$ cat config.mk
export PLATFORM = sky130hd
export DESIGN_NAME = nrzi_decode_rx
export DESIGN_NICKNAME = d
export VERILOG_FILES = /design/src/rtl/nrzi_decode_rx.sv
export SDC_FILE = /design/constraint.sdc
export NUM_CORES = 1
export LEC_CHECK = 0
export CAP_MARGIN = 5
export CORE_MARGIN = 2
export CORE_UTILIZATION = 40
export DETAILED_ROUTE_END_ITERATION = 8
export SYNTH_ARGS = -nofsm -noshare
export SYNTH_HDL_FRONTEND = slang
export SYNTH_SLANG_ARGS = --single-unit
$ cat constraint.sdc
create_clock -name clock -period 2.3 [get_ports clock]
set_input_delay 0.46 -clock clock [delete_from_list [all_inputs] [get_ports clock]]
set_output_delay 0.46 -clock clock [all_outputs]
set_load 0.005 [all_outputs]
$ cat src/rtl/nrzi_decode_rx.sv
// nrzi_decode_rx: USB full-speed receive front end. Samples the differential line once per bit
// time, locks onto SYNC (K J K J K J K K), NRZI-decodes the packet body into a serial bit stream
// framed by nrzi_sending, and detects EOP (SE0, SE0, J) and line errors.
// Optional build macro NRZI_RX_BABBLE_EN: abort a packet whose length would exceed MAX_BITS.
// All outputs are registered; a line sample taken at edge n is reflected after edge n.

module nrzi_decode_rx #(
    parameter int unsigned IDLE_J   = 8,
    parameter int unsigned MAX_BITS = 1100
) (
    input  logic        clock,
    input  logic        reset,
    input  logic        dp_in,
    input  logic        dm_in,
    output logic        nrzi_sending,
    output logic        out_bit,
    output logic        eop_seen,
    output logic        rx_err,
    output logic [15:0] bit_cnt
);

    localparam logic [2:0] ST_IDLE  = 3'd0;
    localparam logic [2:0] ST_SYNC  = 3'd1;
    localparam logic [2:0] ST_DATA  = 3'd2;
    localparam logic [2:0] ST_EOP1  = 3'd3;
    localparam logic [2:0] ST_EOP2  = 3'd4;
    localparam logic [2:0] ST_ABORT = 3'd5;

    // Bit i set means SYNC symbol i is K: K J K J K J K K.
    localparam logic [7:0] SYNC_PAT = 8'b1101_0101;

`ifdef NRZI_RX_BABBLE_EN
    localparam bit BABBLE_EN = 1'b1;
`else
    localparam bit BABBLE_EN = 1'b0;
`endif

    logic [2:0]  r_state;
    logic [2:0]  r_sync_idx;
    logic [15:0] r_j_cnt;
    logic        r_prev_j;      // previous data symbol: 1 = J, 0 = K
    logic        r_sending;
    logic        r_out_bit;
    logic        r_eop;
    logic        r_err;
    logic [15:0] r_bit_cnt;

    logic [2:0]  w_state_nxt;
    logic [2:0]  w_sync_idx_nxt;
    logic [15:0] w_j_cnt_nxt;
    logic        w_prev_j_nxt;
    logic        w_sending_nxt;
    logic        w_out_bit_nxt;
    logic        w_eop_nxt;
    logic        w_err_nxt;
    logic [15:0] w_bit_cnt_nxt;

    logic w_is_j;
    logic w_is_k;
    logic w_is_se0;
    logic w_sync_match;
    logic w_at_max;
    logic w_abort_done;

    assign w_is_j       = dp_in & ~dm_in;
    assign w_is_k       = ~dp_in & dm_in;
    assign w_is_se0     = ~dp_in & ~dm_in;
    assign w_sync_match = SYNC_PAT[r_sync_idx] ? w_is_k : w_is_j;
    // Constant-folds to 0 when the length limit is not built in.
    assign w_at_max     = BABBLE_EN && ({16'd0, r_bit_cnt} >= MAX_BITS);
    assign w_abort_done = (32'(r_j_cnt) + 32'd1) >= IDLE_J;

    // Next-state and registered-output decode for the receive state machine.
    always_comb begin
        w_state_nxt    = r_state;
        w_sync_idx_nxt = r_sync_idx;
        w_j_cnt_nxt    = r_j_cnt;
        w_prev_j_nxt   = r_prev_j;
        w_bit_cnt_nxt  = r_bit_cnt;
        w_sending_nxt  = 1'b0;
        w_out_bit_nxt  = 1'b0;
        w_eop_nxt      = 1'b0;
        w_err_nxt      = 1'b0;

        case (r_state)
            ST_IDLE: begin
                if (w_is_k) begin
                    w_state_nxt    = ST_SYNC;
                    w_sync_idx_nxt = 3'd1;
                    w_bit_cnt_nxt  = 16'd0;
                end else if (dp_in && dm_in) begin
                    w_err_nxt   = 1'b1;
                    w_state_nxt = ST_ABORT;
                    w_j_cnt_nxt = 16'd0;
                end
            end
            ST_SYNC: begin
                if (!w_sync_match) begin
                    w_err_nxt   = 1'b1;
                    w_state_nxt = ST_ABORT;
                    w_j_cnt_nxt = 16'd0;
                end else if (r_sync_idx == 3'd7) begin
                    // First data bit is decoded against the final SYNC K.
                    w_state_nxt    = ST_DATA;
                    w_prev_j_nxt   = 1'b0;
                    w_sync_idx_nxt = 3'd0;
                end else begin
                    w_sync_idx_nxt = r_sync_idx + 3'd1;
                end
            end
            ST_DATA: begin
                if (w_is_j || w_is_k) begin
                    if (w_at_max) begin
                        w_err_nxt   = 1'b1;
                        w_state_nxt = ST_ABORT;
                        w_j_cnt_nxt = 16'd0;
                    end else begin
                        // No transition decodes as 1; stuffed bits pass through untouched.
                        w_sending_nxt = 1'b1;
                        w_out_bit_nxt = (dp_in == r_prev_j);
                        w_prev_j_nxt  = dp_in;
                        w_bit_cnt_nxt = (r_bit_cnt == 16'hFFFF) ? r_bit_cnt
                                                                : r_bit_cnt + 16'd1;
                    end
                end else if (w_is_se0) begin
                    w_state_nxt = ST_EOP1;
                end else begin
                    w_err_nxt   = 1'b1;
                    w_state_nxt = ST_ABORT;
                    w_j_cnt_nxt = 16'd0;
                end
            end
            ST_EOP1: begin
                if (w_is_se0) begin
                    w_state_nxt = ST_EOP2;
                end else begin
                    w_err_nxt   = 1'b1;
                    w_state_nxt = ST_ABORT;
                    w_j_cnt_nxt = 16'd0;
                end
            end
            ST_EOP2: begin
                if (w_is_j) begin
                    w_eop_nxt   = 1'b1;
                    w_state_nxt = ST_IDLE;
                end else begin
                    w_err_nxt   = 1'b1;
                    w_state_nxt = ST_ABORT;
                    w_j_cnt_nxt = 16'd0;
                end
            end
            ST_ABORT: begin
                // Wait for a run of idle J before trusting the line again.
                if (!w_is_j) begin
                    w_j_cnt_nxt = 16'd0;
                end else if (w_abort_done) begin
                    w_state_nxt = ST_IDLE;
                    w_j_cnt_nxt = 16'd0;
                end else begin
                    w_j_cnt_nxt = r_j_cnt + 16'd1;
                end
            end
            default: begin
                w_state_nxt = ST_IDLE;
            end
        endcase
    end

    // State and output registers with asynchronous active-high reset.
    always_ff @(posedge clock or posedge reset) begin
        if (reset) begin
            r_state    <= ST_IDLE;
            r_sync_idx <= 3'd0;
            r_j_cnt    <= 16'd0;
            r_prev_j   <= 1'b1;
            r_sending  <= 1'b0;
            r_out_bit  <= 1'b0;
            r_eop      <= 1'b0;
            r_err      <= 1'b0;
            r_bit_cnt  <= 16'd0;
        end else begin
            r_state    <= w_state_nxt;
            r_sync_idx <= w_sync_idx_nxt;
            r_j_cnt    <= w_j_cnt_nxt;
            r_prev_j   <= w_prev_j_nxt;
            r_sending  <= w_sending_nxt;
            r_out_bit  <= w_out_bit_nxt;
            r_eop      <= w_eop_nxt;
            r_err      <= w_err_nxt;
            r_bit_cnt  <= w_bit_cnt_nxt;
        end
    end

    assign nrzi_sending = r_sending;
    assign out_bit      = r_out_bit;
    assign eop_seen     = r_eop;
    assign rx_err       = r_err;
    assign bit_cnt      = r_bit_cnt;

endmodule

==> summary.md <==
| Metric | Value |
|---|---|
| Max Slew Vio Count | 0 |
| Period utilization | 95.94% |
| Num CTS Buffers | 5 |
| CP max FO | 8 |
| NetSw | 726.7 µW |
| Vias in the first global route | 1867 |
| Worst hold path cell count | 2 |
| HP Start | r_prev_j$_DFFE_PP1P_ |
| Post-synth EDFFs | 0 |
| Drt wl/cell | 13.25 µm |
| Dpl hpwl | 3733 µm |
| Fmax | 453.2 MHz |
| Worst EP required | 2.48 ns |
| Post-synth ARST share | 100.0% |
| Height of the die | 83.10 µm |
| Total grt overflow | 0 |
| Internal reg-to-reg setup slack | 0.13 ns |
| RSZ-0062 raised after global routing | yes |
| Mapped Cells | 259 |
| Leakage power | 1.479 nW |
| Internal power | 1.491 mW |
| Fin Clk Skew | 0.006218 ns |
| Avg Vias per Cell | 5.256 |
| CTS Buffer Depth | 2 |
| Nets@finish | 330 |
| N_diodes | 0 |
| Ports | 24 |
| Die ar. | 6905 µm² |
| Post-Syn Area | 2502 µm² |
| CTS tree | built |
| Root Driver | clkbuf_8 |
| Pwr dens | 688.6 nW/µm² |
| Min Hold Slack | 0.5046 ns |
| Area growth from synthesis to layout | 28.70% |
| Routability cong. | 0.7991 |
| WHS Endpoint | r_prev_j$_DFFE_PP1P_ |
| Critical path arrival | 2.39 ns |
| Worst-case reg-to-reg path depth | 7 |
| Fin cells | 391 |
| Final wirelength | 5181 µm |
| Total power | 2.218 mW |
| Residual DRC | 0 |
| 1st-iter DRT viols | 114 |
| Synth warn | 0 |
| Final setup violation count | 0 |
| Syn nets | 273 |
| Initial cell density of the core | 41.77% |
| RR Startpoint | r_j_cnt[0]$_DFFE_PP0P_ |
| Total track usage | 15.21% |
| Number of I/O port buffers | 23 |
| Max transition margin | 72.06% |
| Cell row count | 28 |
| Switching Share | 32.77% |
| Status | finished, final reports clean |
| Share of layout cells above drive strength 1 | 21.20% |
| VDD IR max | 359.9 µV |
| Actual slew at the worst max-slew pin | 0.4085 ns |
| Reg clk slew, reported paths | 0.08 ns |
| Initial antenna violation count | 0 |
| Fin Setup TNS | 0 ns |
| Final worst slack | 0.09343 ns |
| Clock sink total | 43 |
| Synth unique cells | 53 |
| Post-Place Setup Slack | -0.3778 ns |
| First-pass GRT wire length | 8756 µm |
| CTS H-Tree Depth | 2 |
| Core area | 5991 µm² |
| Die width | 83.10 µm |
| Logic gate share of total power | 39.2% |
| Worst-skew pair later-pin latency | 0.29 ns |
| Seq pwr share | 39.3% |
| RR Endpoint | r_state[0]$_DFFE_PP0P_ |
| Yosys reg bits | 43 |
| Post-synthesis sequential area ratio | 43.05% |
| Syn Area/Cell | 9.662 µm² |
| Post-layout min period | 2.207 ns |
| Top_reg_cell synth | dfrtp_1 |
| Via count | 2055 |
| Largest net degree at the start of global routing | 44 |
| Final Hold Fails | 0 |
| Pre-Repair DR Iteration Count | 4 |
| DRT antenna net count | 0 |
| Crit path capture type | register |
| Clock network power share | 21.5% |
| Worst Hold Class | reg -> reg |
| Startpoint type of the worst setup path | input port |
| Crit Path Class | in -> reg |
| MaxCap Viol Count | 0 |
| Placed cells | 382 |
-- layer usage --
layer | share of wire [%] | wire length, µm | track usage [%]
met4 | 0.60 | 31 | 3.577
met2 | 46 | 2385 | 22.80
met1 | 50 | 2615 | 22.59
met3 | 2.9 | 149 | 3.082
met5 | 0 | 0 | 0
-- worst max path at each step --
stage / startpoint / endpoint / slack [ns] / cells past startpoint
2_1_floorplan: r_j_cnt[0]$_DFFE_PP0P_ / r_state[0]$_DFFE_PP0P_ / 0.10 / 7
3_3_place_gp: dm_in / r_state[2]$_DFFE_PP0P_ / -0.37 / 10
3_5_place_dp: dm_in / r_state[2]$_DFFE_PP0P_ / -0.38 / 10
4_1_cts: dm_in / bit_cnt[5]$_DFFE_PP0P_ / 0.009 / 10
5_1_grt: dp_in / r_j_cnt[3]$_DFFE_PP0P_ / -0.01 / 9
6_report: dp_in / r_j_cnt[3]$_DFFE_PP0P_ / 0.09 / 9
-- cell usage after synthesis (2+ instances only) --
cell type  instances  area share (%)
ha_1              10             5.0
a21o_1             2            0.60
and2_1             3            0.75
nand2b_1           4             1.0
o31ai_1            4             1.2
a31oi_1            4             1.0
clkbuf_1           5            0.75
nand3_1           10             2.0
nor3_1             7             1.4
o21ai_0           10             2.0
and2b_1            6             1.8
inv_1             10             1.5
and3_1             6             1.5
dfrtp_1           42              42
mux2i_1            7             2.8
nor4_1             4             1.0
nor2_1            24             3.6
a21oi_1            4            0.80
xor2_1            11             3.8
nor2b_1           11             2.8
xnor2_1            6             2.1
and4_1             2            0.70
nor3b_1            2            0.60
o41a_1             2            0.90
nand4_1           10             2.5
buf_2              2            0.40
or3_1              3            0.75
nand2_1           23             3.4
-- what timing repair did --
item                       CTS  global route
pin swaps                    1             3
setup endpoints to repair    3            25
hold buffers                 0             0
setup buffers                0             2
cloned                       0             0
gates resized for setup      3            13
-- final cells by class --
type                            count  area (µm²)
Clock buffer                        6       82.58
Clock inverter                      1       5.005
Fill cell                         548        2770
Inverter                           10       37.54
Multi-Input combinational cell    198        1416
Sequential cell                    43        1077
Tap cell                           75       93.84
Timing Repair Buffer               58       508.0
-- state kept, by name, summed over array words and instances, names as in the netlist --
| name | count |
|---|---|
| bit_cnt | 16 |
| eop_seen | 1 |
| nrzi_sending | 1 |
| out_bit | 1 |
| r_j_cnt | 16 |
| r_prev_j | 1 |
| r_state | 3 |
| r_sync_idx | 3 |
| rx_err | 1 |
-- metrics by stage --
stage	util (%)	area, µm²
finish	53.76	3221
global route	53.76	3221
CTS	52.49	3144
detailed placement	51.02	3057
global placement	51.02	3057
floorplan	-	2502
-- critical path, cell delays in order --
cell and delay, ns:
clkdlybuf4s50_1 0.44, buf_4 0.17, ha_1 0.24, nor2b_1 0.16, o21ai_0 0.15, nand2_1 0.13
nor3_4 0.22, buf_4 0.20, and2b_2 0.22
-- cell families after synthesis --
kind of cell             Yosys count  synth area share [%]
AO/OA/AOI/OAI                     38                 11.55
flip-flops                        43                 43.05
adder cells (fa/ha/maj)           10                 5.000
XOR/XNOR                          17                 5.950
buffers and inverters             18                 2.950
AND/OR/NAND/NOR                  125                 28.10
multiplexers                       8                 3.400
-- power by group through the flow --
stage	logic, mW	registers [mW]	clock network, mW
2_1_floorplan	0.507	0.884	0
3_3_place_gp	0.822	0.886	0
3_5_place_dp	0.830	0.886	0
4_1_cts	0.839	0.871	0.497
5_1_grt	0.957	0.883	0.528
6_report	0.868	0.872	0.478
-- cell usage in the layout (no fill, tap or decap), types with 7 or more instances in the layout --
cell type / count
xor2_1: 11
nor3_1: 7
nor2b_1: 10
clkdlybuf4s50_1: 22
dfrtp_1: 42
ha_1: 7
inv_1: 8
nor2_1: 24
o21ai_0: 7
nand4_1: 10
nand3_1: 10
nand2_1: 23
buf_4: 34
Note: power is estimated with default switching activity, not from simulation.
